File: config.mk
export PLATFORM = sky130hd
export DESIGN_NAME = mem_arbiter
export DESIGN_NICKNAME = d
export VERILOG_FILES = /design/src/rtl/mem_pkg.sv /design/src/rtl/rr_arbiter.sv /design/src/rtl/mem_arbiter.sv
export SDC_FILE = /design/constraint.sdc
export NUM_CORES = 1
export LEC_CHECK = 0
export CAP_MARGIN = 10
export CORE_MARGIN = 2
export CORE_UTILIZATION = 35
export CTS_BUF_LIST = sky130_fd_sc_hd__clkbuf_8
export CTS_CLUSTER_SIZE = 12
export DETAILED_ROUTE_END_ITERATION = 8
export PLACE_DENSITY = 0.84
export SYNTH_ARGS = -nofsm -noshare
export SYNTH_HDL_FRONTEND = slang
export SYNTH_HIERARCHICAL = 1
export SYNTH_SLANG_ARGS = --single-unit
File: constraint.sdc
create_clock -name clk -period 2.95 [get_ports clk]
set_input_delay 0.4425 -clock clk [delete_from_list [all_inputs] [get_ports clk]]
set_output_delay 0.4425 -clock clk [all_outputs]
set_load 0.02 [all_outputs]
File: src/rtl/mem_pkg.sv
// mem_pkg: shared sizes and FSM encoding for the memory arbiter
package mem_pkg;
  localparam int NUM_PORTS = 4;
  localparam int ADDR_W = 7;
  localparam int DATA_W = 8;
  localparam int IDX_W = $clog2(NUM_PORTS);
  typedef enum logic [1:0] {IDLE, ISSUE, WAIT, RESP} state_e;
endpackage

File: src/rtl/rr_arbiter.sv
// rr_arbiter: combinational round-robin pick, search starts just after last_grant
module rr_arbiter
  import mem_pkg::*;
(
  input  logic [NUM_PORTS-1:0] req,
  input  logic [IDX_W-1:0]     last_grant,
  output logic                 valid,
  output logic [IDX_W-1:0]     index
);
  always_comb begin
    index = last_grant;
    for (int k = NUM_PORTS; k >= 1; k--)
      if (req[last_grant + IDX_W'(k)]) index = last_grant + IDX_W'(k);
  end
  assign valid = |req;
endmodule

File: src/rtl/mem_arbiter.sv
// mem_arbiter: four-client round-robin front end to a multi-port memory controller
module mem_arbiter
  import mem_pkg::*;
(
  input  logic                          clk,
  input  logic                          rst_n,
  input  logic [NUM_PORTS-1:0]          req,
  input  logic [NUM_PORTS-1:0]          we,
  input  logic [NUM_PORTS*ADDR_W-1:0]   addr,
  input  logic [NUM_PORTS*DATA_W-1:0]   wdata,
  output logic [NUM_PORTS-1:0]          ack,
  output logic [DATA_W-1:0]             rdata,
  output logic [IDX_W-1:0]              mc_state,
  output logic                          mc_en,
  output logic [NUM_PORTS-1:0]          mc_read,
  output logic [NUM_PORTS-1:0]          mc_write,
  output logic [NUM_PORTS*ADDR_W-1:0]   mc_address,
  output logic [NUM_PORTS*DATA_W-1:0]   mc_input_data,
  input  logic [NUM_PORTS*DATA_W-1:0]   mc_output_data
);
  state_e state_q, state_d;
  logic [IDX_W-1:0] idx_q, idx_d, last_q, last_d, gnt_idx;
  logic we_q, we_d, gnt_valid, issue;
  logic [ADDR_W-1:0] addr_q, addr_d;
  logic [DATA_W-1:0] wdata_q, wdata_d, rdata_q, rdata_d;
  logic [NUM_PORTS-1:0] sel;

  rr_arbiter u_rr (.req(req), .last_grant(last_q), .valid(gnt_valid), .index(gnt_idx));

  always_comb begin
    state_d = state_q;
    idx_d = idx_q;
    last_d = last_q;
    we_d = we_q;
    addr_d = addr_q;
    wdata_d = wdata_q;
    rdata_d = rdata_q;
    case (state_q)
      IDLE: if (gnt_valid) begin
        idx_d = gnt_idx;
        last_d = gnt_idx;
        we_d = we[gnt_idx];
        addr_d = addr[gnt_idx*ADDR_W +: ADDR_W];
        wdata_d = wdata[gnt_idx*DATA_W +: DATA_W];
        state_d = ISSUE;
      end
      ISSUE: state_d = we_q ? RESP : WAIT;
      WAIT: begin
        rdata_d = mc_output_data[idx_q*DATA_W +: DATA_W];
        state_d = RESP;
      end
      default: state_d = IDLE;
    endcase
  end

  always_ff @(posedge clk or negedge rst_n)
    if (!rst_n) begin
      state_q <= IDLE;
      idx_q <= '0;
      last_q <= IDX_W'(NUM_PORTS - 1);
      we_q <= 1'b0;
      addr_q <= '0;
      wdata_q <= '0;
      rdata_q <= '0;
    end else begin
      state_q <= state_d;
      idx_q <= idx_d;
      last_q <= last_d;
      we_q <= we_d;
      addr_q <= addr_d;
      wdata_q <= wdata_d;
      rdata_q <= rdata_d;
    end

  // outputs decode from registered state so reset clears them without a clock
  assign issue = state_q == ISSUE;
  assign sel = NUM_PORTS'(1) << idx_q;
  assign mc_state = idx_q;
  assign mc_en = issue || state_q == WAIT;
  assign mc_write = (issue && we_q) ? sel : '0;
  assign mc_read = (issue && !we_q) ? sel : '0;
  assign mc_address = issue ? (NUM_PORTS*ADDR_W)'(addr_q) << (idx_q*ADDR_W) : '0;
  assign mc_input_data = issue ? (NUM_PORTS*DATA_W)'(wdata_q) << (idx_q*DATA_W) : '0;
  assign ack = state_q == RESP ? sel : '0;
  assign rdata = rdata_q;
endmodule

==> results of run 1 <==
## per-stage QoR
stage               instances  setup slack, ps  total power, W  cell area, um2  utilization (%)
detailed placement        467            383.6        0.003127            4337            64.54
CTS                       475            75.00        0.003487            4432            65.96
finish                    475            95.08        0.003446            4433            65.98
global placement          467            470.6        0.003051            4337            64.54
floorplan                 207            832.8        0.002271            2400                -
global route              475            1.952        0.003686            4433            65.98
## cells in the final DEF (no fill, tap or decap), types with 2 or more instances in the layout
cell / Yosys / routed
and3_1: 2 / 2
mux4_1: 7 / 7
mux2_2: 25 / 25
clkdlybuf4s50_1: 0 / 184
dfstp_2: 2 / 2
nand2b_1: 4 / 4
a21o_1: 4 / 4
buf_4: 2 / 11
clkbuf_8: 0 / 6
ha_1: 4 / 4
nor3_1: 4 / 4
nand2_1: 3 / 3
and2_1: 60 / 60
mux4_2: 17 / 17
dfrtp_1: 28 / 28
inv_1: 6 / 6
nor2_1: 10 / 10
nor2b_1: 2 / 2
## state kept, by name, indices dropped and copies added (netlist names)
| register | flops |
|---|---|
| addr_q | 7 |
| last_q | 2 |
| mc_state | 2 |
| rdata | 8 |
| state_q | 2 |
| wdata_q | 8 |
| we_q | 1 |
## worst max path at each step
stage                     slack, ps  cells past startpoint           endpoint       start
after detailed placement        380                      5      mc_address[9]  state_q[1]
final                           100                      5  mc_input_data[23]  state_q[1]
after CTS                        70                      5      mc_address[9]  state_q[1]
after global placement          470                      7          addr_q[5]      req[3]
after floorplan                 830                      7          addr_q[0]   last_q[1]
after global routing              2                      5  mc_input_data[22]  state_q[1]
## layout make-up
class,instances,area (um2),area share (%)
inverter,6,22.52,0.5080
clock inverter,2,12.51,0.2822
multi-input combinational,156,1538,34.69
sequential,30,753.2,16.99
tap,80,100.1,2.258
clock buffer,6,82.58,1.863
timing repair buffer,195,1924,43.41
## layer usage
| layer | wire length [um] | vias up | part of all wire [%] | global-route usage (%) |
|---|---|---|---|---|
| met4 | 257 | 0 | 3.2 | 8.381 |
| met5 | 0 | - | 0 | 0 |
| li1 | - | 1119 | - | - |
| met2 | 4334 | 107 | 54 | 38.03 |
| met1 | 2980 | 1176 | 37 | 24.43 |
| met3 | 440 | 24 | 5.5 | 5.143 |
## repair_timing
item / 4_1_cts / 5_1_grt
hold buffers: 0 / 0
setup endpoints to repair: 0 / 15
gates resized for setup: 0 / 1
## logic make-up after synthesis
logic type      after synthesis  share of synthesized area [%]
flops                        30                          31.39
fa+ha+maj                     4                          2.086
buf+inv                      21                          4.744
mux                          50                          35.77
simple gates                 91                          22.78
compound gates               11                          3.233
## worst max-delay path: cells and delay by family (launching register included)
kind / cells / cell delay [ps]
adder cells (fa/ha/maj): 1 / 270
buffers and inverters: 2 / 720
flip-flops: 1 / 400
AND/OR/NAND/NOR: 2 / 740
## synthesized netlist by cell type (3+ instances only)
library cell	instances	share of area, %
and2_1	60	16
dfrtp_1	28	29
mux2_2	25	12
mux4_2	17	16
nor2_1	10	1.6
clkbuf_1	8	1.3
mux4_1	7	7.7
inv_1	6	0.94
a21o_1	4	1.3
ha_1	4	2.1
nand2b_1	4	1.0
nor3_1	4	0.83
buf_2	3	0.63
nand2_1	3	0.47
## power breakdown
part / switching, W / internal, W / total [W]
Clock: 0.000162 / 0.000187 / 0.000349
Sequential: 0.000198 / 0.000646 / 0.000844
Combinational: 0.000982 / 0.00127 / 0.00225
==> metrics.md, run 1 <==
| Metric | Value |
|---|---|
| Post-DRT Antenna Nets | `0` |
| First-pass GRT wire length | `between 10 and 15 mm` |
| RSZ-0062 raised after global routing | `false` |
| Worst Hold End | `mc_state[0]` |
| Clock skew | `roughly 9.9 ps` |
| Vias | `2426` |
| Final max-slew violation count | `0` |
| Post-synthesis sequential area ratio | `roughly a third` |
| Final setup fails | `0` |
| Worst Tran Pin Value | `512.1 ps` |
| Ys flop type | `dfrtp_1` |
| Vias in the first global route | `2489` |
| Post-synth EDFFs | `0` |
| Startpoint types | `flop` |
| Reg-to-Reg End | `wdata_q[3]` |
| Clock buffer depth | `2` |
| Dpl hpwl | `6.597 mm` |
| Clock Latency Late Sink | `approximately 280 ps` |
| Via density | `roughly 5.1` |
| WS Path Type | `reg -> out` |
| MaxCap Viol Count | `0` |
| Peak supply drop | `around 400 uV` |
| Largest stage delay, worst path | `approximately 630 ps` |
| Worst hold margin | `497.0 ps` |
| Post-Syn Nets | `313` |
| Drt drc | `0` |
| Num CTS Buffers | `5` |
| Final hold vios | `0` |
| Die extent in x | `between 80 and 90 um` |
| FF-to-FF path depth | `6` |
| CP Capture Type | `primary output` |
| Async SR Flop Fraction | `100.0%` |
| Worst EP required | `2510 ps` |
| CTS tree | `built` |
| Post-Synthesis Cells | `between 200 and 250` |
| # rows | `30` |
| H-tree depth | `2` |
| Placer Congestion | `0.8786` |
| DR WL/cell | `between 15 and 20 um` |
| P_leak | `1.769 nW` |
| CTS sink cnt | `30` |
| IO buf count | `about 180` |
| Die area | `~0.0075 mm2` |
| Iter 0 DRT Violations | `66` |
| Worst slew margin | `between 60 and 70%` |
| Synth cell types | `32` |
| CTS root buf | `clkbuf_8` |
| Core Area | `roughly 0.0067 mm2` |
| Hold Path Cell Cnt | `1` |
| HP Start | `mc_state[0]` |
| Area Growth Syn to Fin | `84.72%` |
| Postcts setup bufs | `0` |
| Post-layout minimum cycle time | `between 2000 and 3000 ps` |
| IO Count | `around 190` |
| Slowest CP cell | `clkdlybuf4s50_1` |
| Mean Syn Cell Area | `between 10 and 15 um2` |
| Drt total wl | `approximately 8.0 mm` |
| Reg2Reg Setup Slack | `about 800 ps` |
| Final period util | `between 90% and 100%` |
| Layout cells sized above 1 | `16.96%` |
| Largest net degree at the start of global routing | `31` |
| Cell area power density | `777.4 mW/mm2` |
| Hold/Removal Path Class | `reg -> reg` |
| Antenna cells | `0` |
| YS warnings | `6` |
| Post-Syn Area | `about 0.0024 mm2` |
| GRT overflow | `0` |
| DRT Pass-1 Iters | `4` |
| CP max FO | `15` |
| Fillers | `between 500 and 600` |
| Worst r2r src | `last_q[1]` |
| Setup TNS | `0 ps` |
| GRT Overall Usage | `21.33%` |
| Status | `finished clean` |
| Max Clock Freq | `350.3 MHz` |
| Seq cells post-synth | `30` |
| Initial Util | `approximately 36%` |
| Final #Nets | `500` |
| Initial antenna violation count | `0` |
| CP Data Arrival Time | `between 2000 and 2500 ps` |
| Die Y | `approximately 87 um` |
| Crit-path cells | `inv_1 -> ha_1 -> and3b_1 -> and2_1 -> clkdlybuf4s50_1` |
| Clk pin slew, worst setup/hold paths | `approximately 60 ps` |
Power figures use the tool's default switching activity.
==> run 2, diff against run 1 <==
--- a/config.mk
+++ b/config.mk
@@ -11,7 +11,9 @@
 export CTS_BUF_LIST = sky130_fd_sc_hd__clkbuf_8
 export CTS_CLUSTER_SIZE = 12
 export DETAILED_ROUTE_END_ITERATION = 8
+export GPL_ROUTABILITY_DRIVEN = 0
 export PLACE_DENSITY = 0.84
+export SLEW_MARGIN = 20
 export SYNTH_ARGS = -nofsm -noshare
 export SYNTH_HDL_FRONTEND = slang
 export SYNTH_HIERARCHICAL = 1
==> results of run 2 <==
The final DEF is identical to that of run 1; final timing and power are the same.
==> run 3, diff against run 2 <==
--- a/config.mk
+++ b/config.mk
@@ -6,6 +6,7 @@
 export NUM_CORES = 1
 export LEC_CHECK = 0
 export CAP_MARGIN = 10
+export CORE_ASPECT_RATIO = 0.9
 export CORE_MARGIN = 2
 export CORE_UTILIZATION = 35
 export CTS_BUF_LIST = sky130_fd_sc_hd__clkbuf_8
==> run 3 against run 2 <==
Effect of this change:
- total power is 0.76% higher
- clock power is 3% lower
- sequential share of layout area hardly changed
- die area hardly changed
- hold slack better by 11 ps
- sequential power is 2% higher
- clock skew is 2.2 ps lower
- cell area is 0.20% higher
==> metrics.md, run 3 (synthesis gave the netlist of run 1 again) <==
| Metric | Value |
|---|---|
| Vias | `between 2000 and 2500` |
| GRT Overall Usage | `about 20%` |
| Sw Share | `around 40%` |
| IO buf count | `about 180` |
| Cell area power density | `between 700 and 800 mW/mm2` |
| GRT overflow | `0` |
| Metal3 WL | `between 300 and 400 um` |
| Die extent in x | `91.29 um` |
| Flop pwr share | `about a quarter` |
| CP max FO | `9` |
| Post-DRT Antenna Nets | `0` |
| Clock skew | `between 7 and 8 ps` |
| Clk pin slew, worst setup/hold paths | `approximately 70 ps` |
| CTS Hold Bufs | `0` |
| Worst Hold End | `rdata[7]` |
| Iter 0 DRT Violations | `69` |
| Initial Util | `36.24%` |
| RSZ-0062 raised after global routing | `false` |
| FF-to-FF path depth | `6` |
| Core Area | `~0.0066 mm2` |
| Max Used Layer | `met4` |
| MaxCap Viol Count | `0` |
| Hold/Removal Path Class | `reg -> reg` |
| DR WL/cell | `16.52 um` |
| Postcts setup bufs | `0` |
| Hold Path Cell Cnt | `1` |
| Cell Int Power | `0.002106 W` |
| Setup TNS | `0 ps` |
| Wire length on met2 | `4.366 mm` |
| Drt total wl | `around 8 mm` |
| Clock buffer depth | `2` |
| Sw power | `between 0.001 and 0.0015 W` |
| Final #Nets | `around 500` |
| CTS root buf | `clkbuf_8` |
| Area Growth Syn to Fin | `85.09%` |
| CP Capture Type | `primary output` |
| Worst EP required | `~2500 ps` |
| Final hold vios | `0` |
| CTS tree | `built` |
| Post-layout minimum cycle time | `2698 ps` |
| Worst hold margin | `roughly 510 ps` |
| DRT Pass-1 Iters | `4` |
| H-tree depth | `2` |
| Worst slew margin | `between 60% and 70%` |
| WS Path Type | `reg -> out` |
| Via density | `a little under 5` |
| Commonest non-fill, non-tap cell in the layout | `clkdlybuf4s50_1` |
| Clk pwr share | `slightly below 10%` |
| Final max-slew violation count | `0` |
| Logic pwr share | `between 60% and 70%` |
| P_leak | `approximately 1.8 nW` |
| HP Start | `rdata[7]` |
| Largest net degree at the start of global routing | `31` |
| CP Data Arrival Time | `roughly 2300 ps` |
| Most frequent cells in the layout | `clkdlybuf4s50_1, and2_1, dfrtp_1, mux2_2, mux4_2` |
| CTS sink cnt | `30` |
| M1 WL | `about 3.2 mm` |
| Num CTS Buffers | `5` |
| First-pass GRT wire length | `11.83 mm` |
| Final setup fails | `0` |
| Antenna cells | `0` |
| Die area | `between 0.007 and 0.008 mm2` |
| Reg-to-Reg End | `wdata_q[0]` |
| Reg2Reg Setup Slack | `roughly 700 ps` |
| Final period util | `between 90% and 100%` |
| Drt drc | `0` |
| Status | `finished clean` |
| Dpl hpwl | `between 6 and 7 mm` |
| Max Clock Freq | `roughly 370 MHz` |
| IO Count | `about 190` |
| # rows | `28` |
| Startpoint types | `flop` |
| Worst Tran Pin Value | `approximately 480 ps` |
| Clock Latency Late Sink | `roughly 280 ps` |
| Die Y | `between 80 and 90 um` |
| Peak supply drop | `409.1 uV` |
| Vias in the first global route | `about 2300` |
| Layout cells sized above 1 | `between 10% and 20%` |
| Worst r2r src | `last_q[1]` |
| Initial antenna violation count | `0` |
run 3: power groups by stage:
stage	sequential (W)	combinational [W]	clock (W)
2_1_floorplan	0.000869	0.00140	0
3_3_place_gp	0.000849	0.00223	0
3_5_place_dp	0.000866	0.00229	0
4_1_cts	0.000858	0.00230	0.000348
5_1_grt	0.000901	0.00242	0.000371
6_report	0.000861	0.00227	0.000337
run 3: area by class of cell:
class | count | area [um2]
clock buffers | 6 | 82.58
clock inverters | 2 | 8.758
multi-input cells | 156 | 1540
well taps | 90 | 112.6
flip-flops and latches | 30 | 753.2
fillers | 534 | 2180
repair buffers | 193 | 1922
inverters | 6 | 22.52
run 3: metrics by stage:
stage                     setup slack [ps]  area, um2  utilization [%]  cells  power [W]
final                                252.4       4442            67.08    483   0.003472
after global routing                 151.9       4442            67.08    483   0.003695
after CTS                            78.36       4438            67.03    483   0.003502
after detailed placement             341.6       4347            65.65    475   0.003157
after global placement               416.1       4347            65.65    475   0.003082
after floorplan                      832.8       2400                -    207   0.002271
run 3: per-layer routing:
layer  GRT usage (%)  up-vias
li1                -     1112
met1           24.71     1157
met2           38.81       93
met3           2.904        8
met4           5.000        0
met5               0        -
run 3: worst max path at each step:
stage | slack, ps | endpoint | from | cells after the start
6_report | 250 | mc_input_data[4] | state_q[1] | 6
5_1_grt | 150 | mc_address[14] | state_q[1] | 5
4_1_cts | 80 | mc_input_data[17] | state_q[1] | 5
3_5_place_dp | 340 | wdata_q[0] | req[3] | 7
3_3_place_gp | 420 | wdata_q[0] | req[3] | 7
2_1_floorplan | 830 | addr_q[0] | last_q[1] | 7
run 3: repair_timing:
item	in CTS	in global routing
resized for setup	0	3
endpoints found under the hold margin	0	0
setup endpoints to repair	0	38
run 3: worst max-delay path, cell delays in order (launching register included):
cell and delay [ps]:
dfrtp_1 410, inv_1 90, ha_1 260, nor3b_2 280, buf_4 200, and2_1 120, clkdlybuf4s50_1 610
